===== config.mk =====
export PLATFORM = sky130hd
export DESIGN_NAME = cfg_chain_loader_flat
export DESIGN_NICKNAME = d
export VERILOG_FILES = /design/src/rtl/cfg_chain_pkg.sv /design/src/rtl/cfg_chain_loader_if.sv /design/src/rtl/cfg_pace_tick.sv /design/src/rtl/cfg_chain_loader.sv /design/src/flat_wrapper.sv
export SDC_FILE = /design/constraint.sdc
export NUM_CORES = 1
export LEC_CHECK = 0
export BUFFER_PORTS_ARGS = -buffer_cell sky130_fd_sc_hd__buf_4
export CORE_MARGIN = 2
export CORE_UTILIZATION = 25
export DETAILED_ROUTE_END_ITERATION = 6
export HOLD_SLACK_MARGIN = 0.06
export SYNTH_ARGS = -nofsm -noshare
export SYNTH_HDL_FRONTEND = slang
export SYNTH_SLANG_ARGS = --single-unit

===== constraint.sdc =====
create_clock -name clk -period 2.4 [get_ports clk]
set_input_delay 0.36 -clock clk [delete_from_list [all_inputs] [get_ports clk]]
set_output_delay 0.36 -clock clk [all_outputs]
set_load 0.01 [all_outputs]

===== src/rtl/cfg_chain_pkg.sv =====
// cfg_chain_pkg: state encoding and width helpers shared by the config chain loader.
package cfg_chain_pkg;
    typedef enum logic [1:0] {IDLE, LOAD, SHIFT, DONE} cfg_state_e;
    function automatic int cfg_w(input int n);
        return (n < 2) ? 1 : $clog2(n);
    endfunction
    localparam int CHAIN_LEN_DEF = 64;
    localparam int WORD_W_DEF = 8;
    localparam int TOT_W = cfg_w(CHAIN_LEN_DEF + 1);
    localparam int BIT_W = cfg_w(WORD_W_DEF + 1);
endpackage


===== src/rtl/cfg_chain_loader_if.sv =====
// cfg_chain_loader_if: control, word-source and chain-side signals of the loader.
interface cfg_chain_loader_if #(
    parameter int WORD_W = 8,
    parameter int DIV_W = 4
);
    logic start;
    logic abort;
    logic [DIV_W-1:0] div;
    logic s_valid;
    logic [WORD_W-1:0] s_data;
    logic s_ready;
    logic shift_en;
    logic shift_data;
    logic busy;
    logic done;
    modport master (
        output start, abort, div, s_valid, s_data,
        input s_ready, shift_en, shift_data, busy, done
    );
    modport slave (
        input start, abort, div, s_valid, s_data,
        output s_ready, shift_en, shift_data, busy, done
    );
endinterface


===== src/rtl/cfg_pace_tick.sv =====
// cfg_pace_tick: pace counter that ticks when it reaches div_q, then restarts from zero.
module cfg_pace_tick #(
    parameter int DIV_W = 4
) (
    input  logic             clk,
    input  logic             reset_n,
    input  logic             clr,
    input  logic             en,
    input  logic [DIV_W-1:0] div_q,
    output logic             tick
);
    logic [DIV_W-1:0] pace_q, pace_d;
    assign tick = pace_q == div_q;
    always_comb pace_d = (clr || (en && tick)) ? '0 : en ? pace_q + DIV_W'(1) : pace_q;
    always_ff @(posedge clk or negedge reset_n) begin
        if (!reset_n) pace_q <= '0;
        else pace_q <= pace_d;
    end
endmodule


===== src/rtl/cfg_chain_loader.sv =====
// cfg_chain_loader: serialises handshaked words MSB-first into a CHAIN_LEN-bit config chain.
module cfg_chain_loader
    import cfg_chain_pkg::*;
#(
    parameter int CHAIN_LEN = CHAIN_LEN_DEF,
    parameter int WORD_W = WORD_W_DEF,
    parameter int DIV_W = 4
) (
    input logic clk,
    input logic reset_n,
    cfg_chain_loader_if.slave bus
);
    localparam int CNT_W = cfg_w(CHAIN_LEN + 1);
    localparam int LEFT_W = cfg_w(WORD_W + 1);
    cfg_state_e state_q, state_d;
    logic [DIV_W-1:0] div_q, div_d;
    logic [CNT_W-1:0] total_cnt_q, total_cnt_d;
    logic [LEFT_W-1:0] bits_left_q, bits_left_d;
    logic [WORD_W-1:0] wbuf_q, wbuf_d;
    logic pace_clr, tick;
    cfg_pace_tick #(.DIV_W(DIV_W)) u_pace (
        .clk     (clk),
        .reset_n (reset_n),
        .clr     (pace_clr),
        .en      (state_q == SHIFT),
        .div_q   (div_q),
        .tick    (tick)
    );
    always_comb begin
        state_d = state_q;
        div_d = div_q;
        total_cnt_d = total_cnt_q;
        bits_left_d = bits_left_q;
        wbuf_d = wbuf_q;
        pace_clr = 1'b0;
        if (bus.abort) begin
            state_d = IDLE;
            total_cnt_d = '0;
            bits_left_d = '0;
            wbuf_d = '0;
            pace_clr = 1'b1;
        end else if ((state_q == IDLE || state_q == DONE) && bus.start) begin
            state_d = LOAD;
            div_d = bus.div;
            total_cnt_d = '0;
            pace_clr = 1'b1;
        end else if (state_q == LOAD && bus.s_valid) begin
            state_d = SHIFT;
            wbuf_d = bus.s_data;
            bits_left_d = LEFT_W'(WORD_W);
            pace_clr = 1'b1;
        end else if (state_q == SHIFT && tick) begin
            wbuf_d = wbuf_q << 1;
            bits_left_d = bits_left_q - LEFT_W'(1);
            total_cnt_d = total_cnt_q + CNT_W'(1);
            // The chain length check wins, so a partly used last word is dropped.
            state_d = (total_cnt_q == CNT_W'(CHAIN_LEN - 1)) ? DONE :
                      (bits_left_q == LEFT_W'(1)) ? LOAD : SHIFT;
        end
    end
    always_ff @(posedge clk or negedge reset_n) begin
        if (!reset_n) begin
            state_q <= IDLE;
            div_q <= '0;
            total_cnt_q <= '0;
            bits_left_q <= '0;
            wbuf_q <= '0;
        end else begin
            state_q <= state_d;
            div_q <= div_d;
            total_cnt_q <= total_cnt_d;
            bits_left_q <= bits_left_d;
            wbuf_q <= wbuf_d;
        end
    end
    assign bus.busy = state_q == LOAD || state_q == SHIFT;
    assign bus.s_ready = state_q == LOAD;
    assign bus.done = state_q == DONE;
    assign bus.shift_en = state_q == SHIFT && tick;
    assign bus.shift_data = wbuf_q[WORD_W-1];
endmodule


===== src/flat_wrapper.sv =====
// flat-port wrapper written by rule: the top's interface ports become plain ports
module cfg_chain_loader_flat import cfg_chain_pkg::*;
#(
    parameter int CHAIN_LEN = CHAIN_LEN_DEF,
    parameter int WORD_W = WORD_W_DEF,
    parameter int DIV_W = 4
)
  (clk, reset_n, bus_start, bus_abort, bus_div, bus_s_valid, bus_s_data, bus_s_ready, bus_shift_en, bus_shift_data, bus_busy, bus_done);
  cfg_chain_loader_if #(.WORD_W(WORD_W), .DIV_W(DIV_W)) bus_i ();
  input logic clk;
  input logic reset_n;
  input wire logic [$bits(bus_i.start)-1:0] bus_start;
  input wire logic [$bits(bus_i.abort)-1:0] bus_abort;
  input wire logic [$bits(bus_i.div)-1:0] bus_div;
  input wire logic [$bits(bus_i.s_valid)-1:0] bus_s_valid;
  input wire logic [$bits(bus_i.s_data)-1:0] bus_s_data;
  output wire logic [$bits(bus_i.s_ready)-1:0] bus_s_ready;
  output wire logic [$bits(bus_i.shift_en)-1:0] bus_shift_en;
  output wire logic [$bits(bus_i.shift_data)-1:0] bus_shift_data;
  output wire logic [$bits(bus_i.busy)-1:0] bus_busy;
  output wire logic [$bits(bus_i.done)-1:0] bus_done;
  assign bus_i.start = bus_start;
  assign bus_i.abort = bus_abort;
  assign bus_i.div = bus_div;
  assign bus_i.s_valid = bus_s_valid;
  assign bus_i.s_data = bus_s_data;
  assign bus_s_ready = bus_i.s_ready;
  assign bus_shift_en = bus_i.shift_en;
  assign bus_shift_data = bus_i.shift_data;
  assign bus_busy = bus_i.busy;
  assign bus_done = bus_i.done;
  cfg_chain_loader #(.CHAIN_LEN(CHAIN_LEN), .WORD_W(WORD_W), .DIV_W(DIV_W)) u_core (.clk(clk), .reset_n(reset_n), .bus(bus_i));
endmodule

Yosys cells after proc, flatten, opt, wreduce, memory -nomap -nowiden
Index checks and enable logic that the tools add are counted.
{"block": "word_totals", "input_bits": 17, "wordCells": 55, "register_bits": 29, "out_inout_bits": 5}
{"block": "classes", "eq_ne": 8, "mux": 23, "n_reduce_logical": 14, "bitwise_logic": 1, "n_addsub": 3}
{"cell": "8-bit 2-to-1 mux", "count": 4}
{"cell": "7-bit 2-to-1 mux", "count": 4}
{"cell": "4-bit 2-to-1 mux", "count": 6}
{"cell": "2-bit 2-to-1 mux", "count": 6}
{"cell": "7-bit by 1-bit adder with 7-bit output (second input constant)", "count": 1}
{"cell": "7-bit by 6-bit == test with 1-bit output (second input constant)", "count": 1}
{"cell": "2-bit AND reduction", "count": 3}
{"cell": "3-bit nonzero test", "count": 2}
{"cell": "4-bit by 1-bit adder with 4-bit output (second input constant)", "count": 1}
{"cell": "2-bit == test (second input constant)", "count": 2}
{"cell": "4-bit by 1-bit == test with 1-bit output (second input constant)", "count": 1}
{"cell": "4-bit == test", "count": 1}
{"cell": "4-bit nonzero test", "count": 1}
{"cell": "4-bit by 1-bit subtractor with 4-bit output (second input constant)", "count": 1}
{"cell": "1-bit logical AND", "count": 3}
{"cell": "1-bit logical OR", "count": 3}
{"cell": "1-bit 2-to-1 mux", "count": 3}
{"cell": "3-bit by 2-bit != test with 1-bit output (second input constant)", "count": 1}
{"cell": "2-bit by 1-bit == test with 1-bit output (second input constant)", "count": 1}
{"cell": "2-bit zero test", "count": 1}
{"cell": "2-bit != test (second input constant)", "count": 1}
{"cell": "2-bit nonzero test", "count": 1}
{"cell": "1-bit NOT", "count": 1}

Depth between registers and ports, before layout
Gate-level depths: netlist of the first run.
{"block": "logic_depth", "ltp_word": 7, "mapped_depth": 9, "ltp_nobuf": 7}

Hierarchy
A second synthesis of the first run with hierarchy kept.
{"block": "unflattened", "cells_unflattened": 172, "hier_area_um2": 1677.9}
{"module": "cfg_chain_loader", "cells_per_inst": 147, "seq_area_each_um2": 625.6, "n_inst": 1, "area_per_inst_um2": 1382.6}
{"module": "cfg_pace_tick", "cells_per_inst": 25, "seq_area_each_um2": 100.1, "n_inst": 1, "area_per_inst_um2": 295.3}

Least setup slack after synthesis of the first run
OpenSTA, ideal clock, no wires.
{"block": "synth_timing", "path_kind": "register -> register", "startpoint": "register u_core.state_q[0]", "endpoint": "register u_core.bits_left_q[1]", "required_ns": 2.322, "synth_period_minus_slack_ns": 1.810, "arrival_time_ns": 1.732, "setup_ns": 0.078, "setup_slack_ns": 0.590, "stages_incl_launch_ff": 9, "path_buffers": 2, "path_cell_list": "dfrtp_1 > inv_1 > ha_1 > clkbuf_1 > nand2_1 > or2_1 > buf_6 > or3_1 > a21oi_1"}
{"block": "synth_via", "elab_chain_cells": 5, "word_cells_on_any_way": 14, "classes_between": "eq/ne: 4; mux: 3; reduce/logical: 7"}
{"element": "start: declaration", "line": "cfg_chain_loader.sv:15", "text": "cfg_state_e state_q, state_d;"}
{"element": "start signal: assignment", "line": "cfg_chain_loader.sv:69", "text": "state_q <= state_d;"}
{"element": "2-bit by 1-bit == test with 1-bit output (tied with other cells)", "line": "cfg_chain_loader.sv:47", "text": "end else if (state_q == LOAD && bus.s_valid) begin"}
{"element": "1-bit logical AND or 1-bit logical OR (tied branches)", "line": "cfg_chain_loader.sv:47, cfg_chain_loader.sv:42"}
{"element": "4-bit 2-to-1 mux or 1-bit logical AND (tied branches)", "line": "cfg_chain_loader.sv:47, cfg_chain_loader.sv:42"}
{"element": "4-bit 2-to-1 mux or 2-bit != test (tied branches)"}
{"element": "4-bit 2-to-1 mux or 2-bit AND reduction (tied branches)"}
{"element": "end signal: assignment", "line": "cfg_chain_loader.sv:72", "text": "bits_left_q <= bits_left_d;"}
{"element": "end: declaration", "line": "cfg_chain_loader.sv:18", "text": "logic [LEFT_W-1:0] bits_left_q, bits_left_d;"}
Parallel ways exist; a longest one is shown, timed or not. The select of a mux whose other input is x is not followed.
A chain may end at the register's enable or synchronous reset.

Final worst setup path of the first run
{"block": "layout_timing", "startpoint": "register u_core.state_q[0]", "endpoint": "output port bus_shift_en"}
{"block": "layout_via", "elab_chain_cells": 2}
{"element": "2-bit == test", "line": "cfg_chain_loader.sv:79", "text": "assign bus.shift_en = state_q == SHIFT && tick;"}
{"element": "1-bit logical AND", "line": "cfg_chain_loader.sv:79"}
{"element": "end: declaration", "line": "flat_wrapper.sv:18", "text": "output wire logic [$bits(bus_i.shift_en)-1:0] bus_shift_en;"}
Every way passes these cells.

==> run_summary.xml, run 1 <==
<?xml version="1.0" encoding="UTF-8"?>
<metrics>
  <group name="synth">
    <metric name="synth_fp_nets" unit="">189</metric>
    <metric name="average_cell_area_after_synthesis" unit="sq um">9.737</metric>
    <metric name="synth_sequential_area_ratio" unit="%">45.17</metric>
    <metric name="synthArstFlopShare" unit="%">100.0</metric>
    <metric name="postSynth.topFlopCell" unit="">dfrtp_1</metric>
    <metric name="synth-edff-count" unit="">0</metric>
    <metric name="postSynthCellCount" unit="">165</metric>
    <metric name="library_cells_used_by_synthesis" unit="">36</metric>
    <metric name="ys_ff_latch" unit="">29</metric>
    <metric name="count_of_synthesis_stage_warnings_from_yosys" unit="">0</metric>
    <metric name="netlist_area" unit="sq mm">0.001607</metric>
  </group>
  <group name="setup_path">
    <metric name="cp_max_fo" unit="">7</metric>
    <metric name="worstSetupEndpointType" unit="">output pin</metric>
    <metric name="critPathRequiredTime" unit="ps">2040</metric>
    <metric name="worst_setup_path_start_kind" unit="">flop</metric>
    <metric name="timing_worst_setup_path_type" unit="">reg -&gt; out</metric>
    <metric name="worst-endpoint-arrival" unit="ps">1780</metric>
  </group>
  <group name="floorplanning">
    <metric name="core_region_area" unit="sq mm">0.006277</metric>
    <metric name="ios" unit="">22</metric>
    <metric name="fp-row-count" unit="">29</metric>
    <metric name="dieWidth" unit="microns">84.17</metric>
    <metric name="initial_utilization" unit="%">25.59</metric>
    <metric name="vertical_die_dimension" unit="microns">84.17</metric>
    <metric name="dieArea" unit="sq mm">0.007084</metric>
  </group>
  <group name="global_route">
    <metric name="grt_first_pass_wirelength" unit="microns">5865</metric>
    <metric name="maximum_number_of_pins_on_one_net_before_global_route_repair" unit="">30</metric>
    <metric name="grt_util_all_layers" unit="%">10.30</metric>
    <metric name="first_global_vias" unit="">1238</metric>
    <metric name="grt.overflow.total" unit="">0</metric>
    <metric name="grt_antenna_before_repair" unit="">0</metric>
  </group>
  <group name="sta">
    <metric name="timing.final.crit_share" unit="%">89.22</metric>
    <metric name="slew_of_the_pin_with_the_lowest_slew_margin" unit="ps">619.8</metric>
    <metric name="rsz_0062_raised_after_global_routing" unit="">no</metric>
    <metric name="finalClockSkew" unit="ps">6.325</metric>
    <metric name="fin_setup_tns" unit="ps">0</metric>
    <metric name="period_needed" unit="ps">2141</metric>
    <metric name="max-slew-margin-rel" unit="%">58.68</metric>
    <metric name="timing_hold_violations_final" unit="">0</metric>
    <metric name="max_freq" unit="MHz">467.0</metric>
    <metric name="setup-violations-final" unit="">0</metric>
    <metric name="timing.final.max_slew_violations" unit="">0</metric>
  </group>
  <group name="cells_and_area">
    <metric name="fillCellCount" unit="">672</metric>
    <metric name="post_layout_nonfiller_instances" unit="">267</metric>
    <metric name="most-common-layout-cells" unit="">dfrtp_1 (29), nand2_1 (27), buf_4 (23)</metric>
    <metric name="nets" unit="">213</metric>
    <metric name="layout-drive-gt1-share" unit="%">21.05</metric>
    <metric name="final_common_cell" unit="">dfrtp_1</metric>
    <metric name="syn_to_final_growth" unit="%">20.33</metric>
    <metric name="n_antenna_cell" unit="">0</metric>
  </group>
  <group name="route">
    <metric name="first_pass_iters" unit="">4</metric>
    <metric name="final_antenna_net_count" unit="">0</metric>
    <metric name="via_count" unit="">1248</metric>
    <metric name="drc_errors" unit="">0</metric>
    <metric name="drt-total-wl" unit="microns">3307</metric>
    <metric name="first_iter_violations" unit="">64</metric>
    <metric name="avgRoutedWirePerCell" unit="microns">12.39</metric>
    <metric name="post_drt_via_cell_ratio" unit="">4.674</metric>
  </group>
  <group name="placement">
    <metric name="placed_cells" unit="">258</metric>
    <metric name="finalWeightedCongestion" unit="">0.7609</metric>
    <metric name="io_buffers" unit="">21</metric>
    <metric name="detailedPlacementHpwl" unit="microns">2416</metric>
  </group>
  <group name="clock_network">
    <metric name="post_cts_buffers" unit="">0</metric>
    <metric name="cts_max_level" unit="">2</metric>
    <metric name="clock_tree.buffer_depth" unit="">2</metric>
    <metric name="numCtsBuffers" unit="">5</metric>
    <metric name="clock_tree.root_cell" unit="">clkbuf_8</metric>
    <metric name="cts_sinks" unit="">29</metric>
    <metric name="tritoncts_clock_tree" unit="">done</metric>
    <metric name="clkTransAtPathRegs" unit="ps">60</metric>
    <metric name="worstSkewPairLatency" unit="ps">280</metric>
  </group>
  <group name="power">
    <metric name="leakage_power_of_the_design" unit="nW">0.8084</metric>
    <metric name="powerDensity" unit="mW/mm^2">651.0</metric>
    <metric name="power.ir.vdd_worst" unit="mV">0.2082</metric>
  </group>
  <group name="outcome">
    <metric name="status" unit="">finished clean</metric>
  </group>
  <group name="min_path">
    <metric name="min-delay-path-class" unit="">in -&gt; reg</metric>
  </group>
  <group name="job">
    <metric name="maxCapViolCount" unit="">0</metric>
  </group>
</metrics>
-- where the power goes --
part	switching [mW]	internal, mW
Combinational	0.163	0.142
Sequential	0.0428	0.537
Clock	0.174	0.200
Total	0.379	0.879
-- cell families after synthesis --
kind of cell	count (synthesis)	synth area share (%)
AOI/OAI and AO/OA	31	14.10
muxes	5	3.427
and+or+nand+nor	65	19.32
xor gates and xnor gates	13	8.490
DFF	29	45.17
buffers and inverters	15	4.049
adders and majority gates	7	5.451
-- final cells by class --
| cell class | instances | area, sq um | share of cell area [%] |
|---|---|---|---|
| Clock buffer | 6 | 72.57 | 3.754 |
| Clock inverter | 2 | 10.01 | 0.5178 |
| Inverter | 8 | 30.03 | 1.553 |
| Multi-Input combinational cell | 121 | 815.8 | 42.20 |
| Sequential cell | 29 | 725.7 | 37.54 |
| Tap cell | 77 | 96.34 | 4.984 |
| Timing Repair Buffer | 24 | 182.7 | 9.450 |
-- final timing paths --
| kind | slack, ps | endpoint | depth (start not counted) | from |
|---|---|---|---|---|
| worst max-delay path | 260 | bus_shift_en | 6 | u_core.state_q[0] |
| worst min-delay path | 310 | u_core.div_q[2] | 2 | bus_div[2] |
| worst max register to register | 450 | u_core.wbuf_q[4] | 6 | u_core.state_q[0] |
| worst min register to register | 490 | u_core.wbuf_q[5] | 1 | u_core.wbuf_q[5] |
| max in group asynchronous | 1570 | u_core.wbuf_q[4] | 2 | reset_n |
| min in group asynchronous | 540 | u_core.div_q[3] | 2 | reset_n |
-- timing repair --
item / 4_1_cts / 5_1_grt
hold endpoints to repair: 29 / 0
hold buffers: 1 / 0
gates resized for setup: 0 / 0
-- sequential cells by signal, summed over array words and instances (netlist names) --
name                  cells
u_core.bits_left_q        4
u_core.div_q              4
u_core.state_q            2
u_core.total_cnt_q        7
u_core.u_pace.pace_q      4
u_core.wbuf_q             8
-- cell usage after synthesis (2+ instances only) --
cell type	n	share of area, %
dfrtp_1	29	45
nand2_1	27	6.3
nor2_1	11	2.6
a31oi_1	9	3.5
nor3_1	9	2.8
xnor2_1	8	4.4
ha_1	7	5.5
inv_1	7	1.6
o21a_1	7	3.3
a21oi_1	6	1.9
a311oi_1	4	2.2
clkbuf_1	4	0.93
mux2_2	4	2.8
nand3_1	4	1.2
nand2b_1	3	1.2
xnor2_2	3	3.0
and2_1	2	0.78
nor4_1	2	0.78
xor2_1	2	1.1
-- per-stage QoR --
| step | cell area (sq um) | hold slack [ps] | util (%) | total power, mW | setup slack, ps |
|---|---|---|---|---|---|
| global placement | 1841 | 318.2 | 29.32 | 0.8899 | 473.0 |
| detailed placement | 1841 | 315.5 | 29.32 | 0.8963 | 451.8 |
| finish | 1933 | 313.7 | 30.80 | 1.258 | 258.7 |
| global route | 1933 | 305.5 | 30.80 | 1.355 | 141.3 |
| CTS | 1933 | 297.2 | 30.80 | 1.289 | 241.2 |
| floorplan | 1607 | 64.41 | - | 0.7965 | 589.8 |
-- worst max-delay path, stage by stage (launching register included) --
cell     delay [ps]
dfrtp_1         410
inv_1            70
ha_1            270
nand2_1         140
or2_1           350
inv_2           140
buf_4           130
-- routing by layer --
| layer | part of all wire [%] | track usage, % | vias to the layer above |
|---|---|---|---|
| met1 | 47 | 13.48 | 602 |
| met4 | 1.3 | 3.079 | 0 |
| met3 | 5.5 | 3.441 | 3 |
| li1 | - | - | 618 |
| met5 | 0 | 0 | - |
| met2 | 46 | 16.23 | 25 |
(Power assumes the default switching activity.)
==> run 2: changes to the inputs <==
==> constraint.sdc (replaced) <==
create_clock -name clk -period 2.4 [get_ports clk]
set_input_delay 0.24 -clock clk [delete_from_list [all_inputs] [get_ports clk]]
set_output_delay 0.24 -clock clk [all_outputs]
set_load 0.01 [all_outputs]
==> run 2 against run 1 <==
Against the previous run:
- sequential cell count unchanged
- power up 5.7%
- sequential share of layout area down 0.36 points
- final cell count unchanged
- setup slack better by 100 ps
- wire length down 0.54%
- core utilization up 0.30 points
- clock skew about the same
- critical path depth unchanged
- via count up 0.56%
==> run_summary.xml, run 2 (synthesis results as in run 1) <==
<?xml version="1.0" encoding="UTF-8"?>
<metrics>
  <group name="route">
    <metric name="first_iter_violations" unit="">91</metric>
    <metric name="via_count" unit="">1255</metric>
    <metric name="post_drt_via_cell_ratio" unit="">4.700</metric>
    <metric name="avgRoutedWirePerCell" unit="microns">12.32</metric>
    <metric name="first_pass_iters" unit="">4</metric>
    <metric name="final_antenna_net_count" unit="">0</metric>
    <metric name="drc_errors" unit="">0</metric>
    <metric name="drt-total-wl" unit="microns">3289</metric>
  </group>
  <group name="floorplanning">
    <metric name="fp-row-count" unit="">29</metric>
    <metric name="dieArea" unit="sq mm">0.007084</metric>
    <metric name="initial_utilization" unit="%">25.59</metric>
    <metric name="core_region_area" unit="sq mm">0.006277</metric>
    <metric name="ios" unit="">22</metric>
    <metric name="vertical_die_dimension" unit="microns">84.17</metric>
    <metric name="dieWidth" unit="microns">84.17</metric>
  </group>
  <group name="clock_network">
    <metric name="post_cts_buffers" unit="">0</metric>
    <metric name="numCtsBuffers" unit="">5</metric>
    <metric name="clkTransAtPathRegs" unit="ps">60</metric>
    <metric name="clock_tree.buffer_depth" unit="">2</metric>
    <metric name="cts_sinks" unit="">29</metric>
    <metric name="ctsHoldBuffers" unit="">1</metric>
    <metric name="ctsResizeCount" unit="">0</metric>
    <metric name="worstSkewPairLatency" unit="ps">280</metric>
    <metric name="tritoncts_clock_tree" unit="">done</metric>
    <metric name="cts_max_level" unit="">2</metric>
    <metric name="clock_tree.root_cell" unit="">clkbuf_8</metric>
  </group>
  <group name="sta">
    <metric name="setup-violations-final" unit="">0</metric>
    <metric name="timing.final.crit_share" unit="%">84.87</metric>
    <metric name="timing.final.max_slew_violations" unit="">0</metric>
    <metric name="max-slew-margin-rel" unit="%">59.96</metric>
    <metric name="rsz_0062_raised_after_global_routing" unit="">no</metric>
    <metric name="fin_setup_tns" unit="ps">0</metric>
    <metric name="timing_hold_violations_final" unit="">0</metric>
    <metric name="period_needed" unit="ps">2037</metric>
    <metric name="max_freq" unit="MHz">491.0</metric>
    <metric name="fin_worst_hold_slack" unit="ps">190.4</metric>
    <metric name="slew_of_the_pin_with_the_lowest_slew_margin" unit="ps">600.7</metric>
    <metric name="finalClockSkew" unit="ps">6.147</metric>
  </group>
  <group name="cells_and_area">
    <metric name="final_cell_area" unit="sq mm">0.001952</metric>
    <metric name="syn_to_final_growth" unit="%">21.50</metric>
    <metric name="nets" unit="">213</metric>
    <metric name="biggest_register" unit="">u_core.wbuf_q</metric>
    <metric name="final_common_cell" unit="">dfrtp_1</metric>
    <metric name="post_layout_nonfiller_instances" unit="">267</metric>
    <metric name="most-common-layout-cells" unit="">dfrtp_1 (29), nand2_1 (27), buf_4 (23)</metric>
    <metric name="top_regs" unit="">u_core.wbuf_q: 8 flops, u_core.total_cnt_q: 7 flops</metric>
    <metric name="layout-drive-gt1-share" unit="%">21.58</metric>
    <metric name="largest_register_ff_count" unit="">8</metric>
    <metric name="n_antenna_cell" unit="">0</metric>
  </group>
  <group name="placement">
    <metric name="finalWeightedCongestion" unit="">0.7451</metric>
    <metric name="io_buffers" unit="">21</metric>
    <metric name="placed_cells" unit="">258</metric>
    <metric name="placed_area" unit="sq mm">0.001841</metric>
    <metric name="detailedPlacementHpwl" unit="microns">2347</metric>
  </group>
  <group name="power">
    <metric name="power.ir.vdd_worst" unit="mV">0.1823</metric>
    <metric name="leakage_power_of_the_design" unit="nW">0.8177</metric>
    <metric name="fin_total_pwr" unit="mW">1.330</metric>
    <metric name="powerDensity" unit="mW/mm^2">681.3</metric>
  </group>
  <group name="global_route">
    <metric name="grt_first_pass_wirelength" unit="microns">5796</metric>
    <metric name="grt.overflow.total" unit="">0</metric>
    <metric name="maximum_number_of_pins_on_one_net_before_global_route_repair" unit="">30</metric>
    <metric name="grt_util_all_layers" unit="%">10.10</metric>
    <metric name="first_global_vias" unit="">1225</metric>
    <metric name="grt_antenna_before_repair" unit="">0</metric>
  </group>
  <group name="outcome">
    <metric name="status" unit="">finished clean</metric>
  </group>
  <group name="setup_path">
    <metric name="timing.reg2reg.setup_slack" unit="ps">460</metric>
    <metric name="worst-endpoint-arrival" unit="ps">1800</metric>
    <metric name="cp.depth" unit="">6</metric>
    <metric name="worst_setup_path_start_kind" unit="">flop</metric>
    <metric name="timing_worst_setup_path_type" unit="">reg -&gt; out</metric>
    <metric name="max_stage_delay" unit="ps">410</metric>
    <metric name="critPathRequiredTime" unit="ps">2160</metric>
    <metric name="timing.critical_path.slowest_stage_cell" unit="">dfrtp_1</metric>
    <metric name="worstPathBufferInverterCount" unit="">3</metric>
    <metric name="rr_worst_depth" unit="">6</metric>
    <metric name="cp_max_fo" unit="">7</metric>
    <metric name="worstSetupEndpointType" unit="">output pin</metric>
    <metric name="crit_chain" unit="">inv_1 -&gt; ha_1 -&gt; nand2_1 -&gt; or2_1 -&gt; inv_2 -&gt; buf_4</metric>
    <metric name="timing.critical_path.max_delay_family" unit="">simple AND/OR/NAND/NOR gates</metric>
  </group>
  <group name="min_path">
    <metric name="min-delay-path-class" unit="">in -&gt; reg</metric>
    <metric name="hold_depth" unit="">2</metric>
  </group>
  <group name="job">
    <metric name="maxCapViolCount" unit="">0</metric>
  </group>
</metrics>
## run 2: metal layers
layer | part of all wire (%) | vias up | global-route usage [%]
met5 | 0 | - | 0
met3 | 4.8 | 2 | 3.835
met2 | 46 | 14 | 15.01
li1 | - | 619 | -
met4 | 0.88 | 0 | 3.079
met1 | 49 | 620 | 13.69
## run 2: worst reg2reg max path, cell delays in order, from the launching register on
cell and delay (ps):
dfrtp_1 390, inv_1 60, ha_1 340, and2_1 240
o31ai_4 520, a31oi_1 160, o21a_1 140
## run 2: final cells by class
type	count	area, sq um
inverters	8	30.03
fillers	660	4325
multi-input cells	121	815.8
well taps	77	96.34
flip-flops and latches	29	725.7
repair buffers	24	182.7
clock buffers	7	96.34
clock inverters	1	5.005
## run 2: path summary, 6_finish.rpt
check,from,end
worst max-delay path,u_core.state_q[0],bus_shift_en
worst min-delay path,bus_div[1],u_core.div_q[1]
worst max register to register,u_core.state_q[0],u_core.wbuf_q[3]
worst min register to register,u_core.wbuf_q[3],u_core.wbuf_q[3]
max in group asynchronous,reset_n,u_core.wbuf_q[4]
min in group asynchronous,reset_n,u_core.state_q[1]
## run 2: power by group
part           leakage (nW)  switching (mW)  total [mW]  internal, mW
combinational         0.371           0.164       0.307         0.143
sequential            0.392          0.0424       0.579         0.537
clock                0.0542           0.185       0.444         0.259
total                 0.818           0.392        1.33         0.938
## run 2: through the flow
stage / worst slack, ps / utilization [%]
2_1_floorplan: 589.8 / -
3_3_place_gp: 517.1 / 29.32
3_5_place_dp: 481.4 / 29.32
4_1_cts: 341.8 / 31.09
5_1_grt: 233.2 / 31.09
6_report: 363.2 / 31.09
